$ cat src/rtl/guess_entry.sv
// guess_entry: keypad digit entry buffer with a sequential BCD-to-binary
// conversion launched by the enter key, emitting the result with a one-cycle pulse.
module guess_entry #(
    parameter int NUM_DIGITS = 2,
    parameter int VAL_W = 7
) (
    input  logic                    clk,
    input  logic                    rst,
    input  logic [11:0]             key_code,
    input  logic                    key_valid,
    input  logic                    clear_in,
    output logic [4*NUM_DIGITS-1:0] digit_bcd,
    output logic [3:0]              digit_count,
    output logic [VAL_W-1:0]        value,
    output logic                    value_valid,
    output logic                    busy
);
    typedef enum logic [1:0] {ENTRY, CONVERT, DONE} state_t;
    state_t state;
    logic kv_d;
    logic [VAL_W-1:0] acc;
    logic [VAL_W-1:0] acc_next;
    logic [2:0] idx;
    logic [3:0] digit;
    logic [3:0] cur_nib;
    logic key_event;
    assign key_event = key_valid & ~kv_d & $onehot(key_code);
    assign cur_nib = digit_bcd[4*idx +: 4];
    // All NUM_DIGITS nibbles are walked MSB first; unused upper nibbles are zero.
    assign acc_next = acc * VAL_W'(10) + {{(VAL_W-4){1'b0}}, cur_nib};
    always_comb begin
        digit = '0;
        for (int i = 0; i < 10; i++)
            if (key_code[i]) digit = 4'(i);
    end
    always_ff @(posedge clk or negedge rst) begin
        if (!rst) begin
            state       <= ENTRY;
            kv_d        <= 1'b0;
            acc         <= '0;
            idx         <= '0;
            digit_bcd   <= '0;
            digit_count <= '0;
            value       <= '0;
            value_valid <= 1'b0;
            busy        <= 1'b0;
        end else begin
            kv_d        <= key_valid;
            value_valid <= 1'b0;
            if (clear_in) begin
                state       <= ENTRY;
                digit_bcd   <= '0;
                digit_count <= '0;
                busy        <= 1'b0;
            end else begin
                case (state)
                    ENTRY: begin
                        if (key_event) begin
                            if (key_code[11]) begin
                                digit_bcd   <= '0;
                                digit_count <= '0;
                            end else if (key_code[10]) begin
                                if (digit_count != 4'd0) begin
                                    state <= CONVERT;
                                    acc   <= '0;
                                    idx   <= 3'(NUM_DIGITS - 1);
                                    busy  <= 1'b1;
                                end
                            end else if (digit_count < 4'(NUM_DIGITS)) begin
                                digit_bcd   <= (digit_bcd << 4) | (4*NUM_DIGITS)'(digit);
                                digit_count <= digit_count + 4'd1;
                            end
                        end
                    end
                    CONVERT: begin
                        acc <= acc_next;
                        idx <= idx - 3'd1;
                        if (idx == 3'd0) begin
                            value       <= acc_next;
                            value_valid <= 1'b1;
                            busy        <= 1'b0;
                            state       <= DONE;
                        end
                    end
                    default: begin
                        digit_bcd   <= '0;
                        digit_count <= '0;
                        state       <= ENTRY;
                    end
                endcase
            end
        end
    end
endmodule

$ cat config.mk
export PLATFORM = sky130hd
export DESIGN_NAME = guess_entry
export DESIGN_NICKNAME = d
export VERILOG_FILES = /design/src/rtl/guess_entry.sv
export SDC_FILE = /design/constraint.sdc
export NUM_CORES = 1
export LEC_CHECK = 0
export CELL_PAD_IN_SITES_DETAIL_PLACEMENT = 0
export CELL_PAD_IN_SITES_GLOBAL_PLACEMENT = 1
export CORE_ASPECT_RATIO = 1.5
export CORE_MARGIN = 1.5
export CORE_UTILIZATION = 40
export CTS_CLUSTER_SIZE = 40
export DETAILED_ROUTE_END_ITERATION = 12
export PLACE_DENSITY_LB_ADDON = 0.1
export SYNTH_ARGS = -nofsm -noshare
export SYNTH_HDL_FRONTEND = slang
export SYNTH_SLANG_ARGS = --single-unit
export TNS_END_PERCENT = 10
$ cat constraint.sdc
create_clock -name clk -period 2.9 [get_ports clk]
set_input_delay 0.87 -clock clk [delete_from_list [all_inputs] [get_ports clk]]
set_output_delay 0.87 -clock clk [all_outputs]
set_load 0.1 [all_outputs]
Word level (Yosys, flattened, before mapping)
Cells that the tools add are included.
{ "classes": {"n_shift": 1, "mux": 48, "n_eq_ne": 14, "order_cmp": 1, "mul": 1, "addsub": 14, "bitwise": 5, "n_reduce_logical": 10} }
{ "ops": {"columns": ["op", "count"], "rows": [
  ["two-way mux 4 bit", 11],
  ["two-way mux 8 bit", 5],
  ["two-way mux 7 bit", 4],
  ["two-way mux 2 bit", 8],
  ["one-hot mux 8 bit (2 select lines)", 1],
  ["!= test 3 bit (second input constant)", 5],
  ["one-hot mux 7 bit (2 select lines)", 1],
  ["adder 1 x 1 -> 2 bit", 6],
  ["two-way mux 3 bit", 4],
  ["AND reduction 6 bit", 2],
  ["two-way mux 1 bit", 10],
  ["!= test 2 bit (second input constant)", 5],
  ["adder 2 x 2 -> 3 bit", 3],
  ["!= test 4 bit (second input constant)", 2],
  ["OR 8 x 4 -> 8 bit", 1],
  ["one-hot mux 4 bit (2 select lines)", 1],
  ["variable part select 8 x 6 -> 4 bit", 1],
  ["adder 7 x 4 -> 7 bit", 1],
  ["multiplier 7 x 3 -> 6 bit (second input constant)", 1],
  ["one-hot mux 3 bit (2 select lines)", 1],
  ["AND reduction 5 bit", 1],
  ["adder 3 x 3 -> 4 bit", 1],
  ["adder 4 x 1 -> 4 bit (second input constant)", 1],
  ["adder 4 x 3 -> 4 bit", 1],
  ["other kinds (15)", 17]
]} }
{ "word_totals": {"wordCells": 103, "ff_bits": 34} }

Longest topological paths before layout
{ "logic_depth": {"ltp_word": 16, "mapped_depth": 15, "mapped_depth_nobuf": 14} }

Worst setup path before layout
No wires, ideal clock.
{ "synth_path": {"path_kind": "in2reg", "from": "input key_code[0]", "to": "register digit_bcd[1]", "path_buffers": 0, "setup_ps": 126, "slack_ps": -1865, "stages": 13, "arrival_time_ps": 4639, "path_cell_list": "fa_1 -> fa_1 -> inv_1 -> fa_1 -> fa_1 -> inv_1 -> ha_1 -> inv_1 -> fa_1 -> and4bb_2 -> nand2_2 -> o41ai_4 -> mux2_2"} }
{ "synth_via": {"elab_chain_cells": 8} }
{ "synth_lines": {"columns": ["item", "line_no", "source"], "rows": [
  ["from (decl)", "9", "input logic [11:0] key_code,"],
  ["adder 1 x 1 -> 2 bit (not written as such)", "27", "assign key_event = key_valid & ~kv_d & $onehot(key_code);"],
  ["adder 2 x 2 -> 3 bit (not written as such)", "27", null],
  ["adder 3 x 3 -> 4 bit (not written as such)", "27", null],
  ["adder 4 x 3 -> 4 bit (not written as such)", "27", null],
  ["== test 4 x 1 -> 1 bit", "27", null],
  ["bitwise AND 1 bit", "27", null],
  ["!= test 3 bit (no line)", null, null],
  ["AND reduction 4 bit (no line)", null, null],
  ["to (signal assigned)", "70", "digit_bcd <= (digit_bcd << 4) | (4*NUM_DIGITS)'(digit);"],
  ["to (decl)", "12", "output logic [4*NUM_DIGITS-1:0] digit_bcd,"]
]} }
No other way between the ends.
A chain may end at the register's enable or synchronous reset.

Final worst setup path
{ "layout_path": {"from": "input key_code[7]", "to": "register digit_bcd[1]"} }
{ "layout_via": {"elab_chain_cells": 10} }
{ "layout_lines": {"columns": ["item"], "rows": [
  ["parallel branches: the longest is 10 deep, another holds adder 3 x 3 -> 4 bit"]
]} }
Parallel ways; which one is timed is not known. The select of a mux whose other input is x is not followed.

==> results.txt <==
Core Rows - 32
RR Endpoint - acc[5]$_DFFE_PN0P_
R2r worst-path depth - 8
Clk slew on worst S/H paths - 70 ps
Crit path required time - 3070 ps
Dpl ws - -2480 ps
Total Power - 1370 uW
Hold_sp - value[2]$_DFFE_PN0P_
Asr flop ratio synth - 100%
Slew HR - 69.2%
Num Clock Sinks - 33
Final Hold Viols - 0
Clk_skew - 10.0 ps
Initial DRT Pass Iterations - 4
Setup Viol. Count Final - 23
DP HPWL - 3590 um
Fmax - 207 MHz
Largest net degree at the start of global routing - 34
RR Startpoint - idx[0]$_DFFE_PN0P_
Critical Path AT - 4990 ps
CP endpoint kind - register
Power Dens Cells - 493 nW/um2
Hold-fix buffers, CTS - 0
Ports - 37
R2R Setup Slk - 700 ps
Clk_lat worst skew - 280 ps
Final GP Congestion - 0.741
Syn nets - 248
Final wirelength - 4740 um
Vias post-DR - 1,633
Vias/cell - 4.82
Synthesis Warnings - 0
Antenna cells - 0
First-pass GRT wire length - 7790 um
Top FF cell, synth - dfrtp_1
Outcome - complete, but fails checks
Fin crit share - 166%
Worst VDD drop - 0.309 mV
Core Region - 5080 um2
IO buf count - 36
Max Slew Vio Count - 0
Synthesis-to-layout area growth - 33.0%
Initial antenna violation count - 0
Clock Path Buffers - 2
Die area - 5670 um2
Setup ws final - -1920 ps
DRC errors left - 0
Failing checks - setup timing
H-tree Lvls - 2
Clock root cell - clkbuf_8
Most frequent cells in the layout - 44 x buf_4, 33 x dfrtp_1, 32 x inv_1
Effective utilization at floorplan - 41.0%
Worst-path maximum fanout - 4
Synth cell types - 40
Critical path class - in -> reg
Tot GR Track Use - 18.4%
MaxCap Viol Count - 0
Layout Nets - 310
P_leak - 0.00137 uW
Mapped Area - 2090 um2
TritonCTS clock tree - built
Flops & latches, synth - 33
Share of cells above drive strength 1 - 28.4%
Most common cell after layout, fill and taps aside - buf_4
Worst slew pin tran - 463 ps
WHS Endpoint - value[2]$_DFFE_PN0P_
Setup TNS Final - -40,900 ps
Inserted Clock Buffers - 5
Global route overflow - 0
Die Y-Extent - 91.4 um
RSZ-0062 raised after global routing - true
DR iter-0 viols - 52
Worst hold path type - reg -> reg
EDFF count, synth - 0
Tmin final - 4820 ps
Die width - 62.0 um
Synth Area per Inst - 10.0 um2
Number of global-route vias before repair - 1,693
Synth Instances - 208
DRT antenna net count - 0
Seq/Total Area, Yosys - 39.6%
Post-DR wirelength/cell - 14.0 um
Final hold slack - 477 ps
Cells on Worst Hold Path - 2
Startpoint types - primary input
==> flip-flops by register name, summed over array words and instances (netlist names) <==
name	flops
idx	3
value_valid	1
state	2
kv_d	1
value	7
digit_bcd	8
acc	6
digit_count	4
busy	1
==> per-stage QoR <==
stage	util (%)	instances	cell area, um2
after detailed placement	50.6	323	2570
after floorplan	-	208	2090
final	54.6	339	2770
after CTS	53.1	335	2700
after global routing	54.6	339	2770
after global placement	50.6	323	2570
==> area by class of cell <==
| type | count | area (um2) |
|---|---|---|
| Clock buffer | 5 | 68.8 |
| Inverter | 33 | 124 |
| Fill cell | 479 | 2310 |
| Tap cell | 68 | 85.1 |
| Clock inverter | 3 | 17.5 |
| Sequential cell | 33 | 826 |
| Timing Repair Buffer | 61 | 494 |
| Multi-Input combinational cell | 136 | 1160 |
==> metal layers <==
metal | GRT usage [%] | wire (um) | vias to the layer above
li1 | - | - | 822
met1 | 21.2 | 1860 | 783
met2 | 33.4 | 2710 | 24
met3 | 2.42 | 102 | 4
met4 | 4.79 | 68 | 0
met5 | 0 | 0 | -
==> cells by family (layout without fill, tap and decap cells) <==
kind of cell	after synthesis	after routing	synth area share (%)
simple gates	57	57	14.4
buf+inv	40	102	8.10
fa+ha+maj	24	24	17.6
xor+xnor	7	7	2.94
mux	7	7	3.48
compound gates	40	41	13.9
flops	33	33	39.6
==> worst max path at each step <==
stage                startpoint                       end  slack, ps  cells past startpoint
floorplan           key_code[0]        acc[0]$_DFFE_PN0P_      -1850                     15
global placement    key_code[1]        acc[0]$_DFFE_PN0P_      -2410                     15
detailed placement  key_code[3]        acc[0]$_DFFE_PN0P_      -2480                     15
CTS                 key_code[9]        acc[0]$_DFFE_PN0P_      -1950                     15
global route        key_code[7]  digit_bcd[1]$_DFFE_PN0P_      -2060                     16
finish              key_code[7]  digit_bcd[1]$_DFFE_PN0P_      -1920                     16
==> timing repair <==
action | in CTS | in global routing
hold endpoints to repair | 0 | 0
cloned | 1 | 0
pin swaps | 10 | 9
gates resized for setup | 34 | 11
buffers inserted | 3 | 4
endpoints found under the setup margin | 23 | 23
==> cells in the mapped netlist (2+ instances only) <==
library cell / n / area (um2)
a21o_1: 2 / 15.0
a21oi_1: 6 / 30.0
a221oi_1: 2 / 17.5
a22o_1: 5 / 43.8
a31oi_1: 2 / 12.5
buf_2: 3 / 15.0
buf_6: 2 / 22.5
clkbuf_1: 2 / 7.51
dfrtp_1: 33 / 826
fa_1: 9 / 180
ha_1: 15 / 188
inv_1: 33 / 124
mux2_2: 2 / 22.5
mux2i_1: 5 / 50.1
nand2_1: 19 / 71.3
nand2b_1: 2 / 12.5
nand3_1: 9 / 45.0
nor2_1: 10 / 37.5
nor2b_1: 2 / 12.5
nor3_1: 5 / 25.0
o21ai_0: 12 / 60.1
o2bb2ai_1: 3 / 26.3
o31ai_1: 2 / 15.0
or3_1: 2 / 12.5
xnor2_1: 6 / 52.6
==> critical path, stage by stage <==
cell      delay, ps
buf_6           100
fa_1            500
fa_1            520
inv_1            50
fa_1            490
fa_1            410
inv_1            70
ha_2            180
inv_2            40
fa_1            480
and4bb_2        260
nand2_4          70
buf_12          120
o41ai_4         320
buf_4           200
mux2_2          320
==> where the power goes <==
part | switching, uW | leakage, uW | total (uW) | internal [uW]
registers | 26.0 | 0.000445 | 505 | 479
logic | 310 | 0.000886 | 529 | 219
clock network | 169 | 0.0000439 | 334 | 166
total | 505 | 0.00137 | 1370 | 864
No activity file was read; power rests on OpenSTA's default activity.
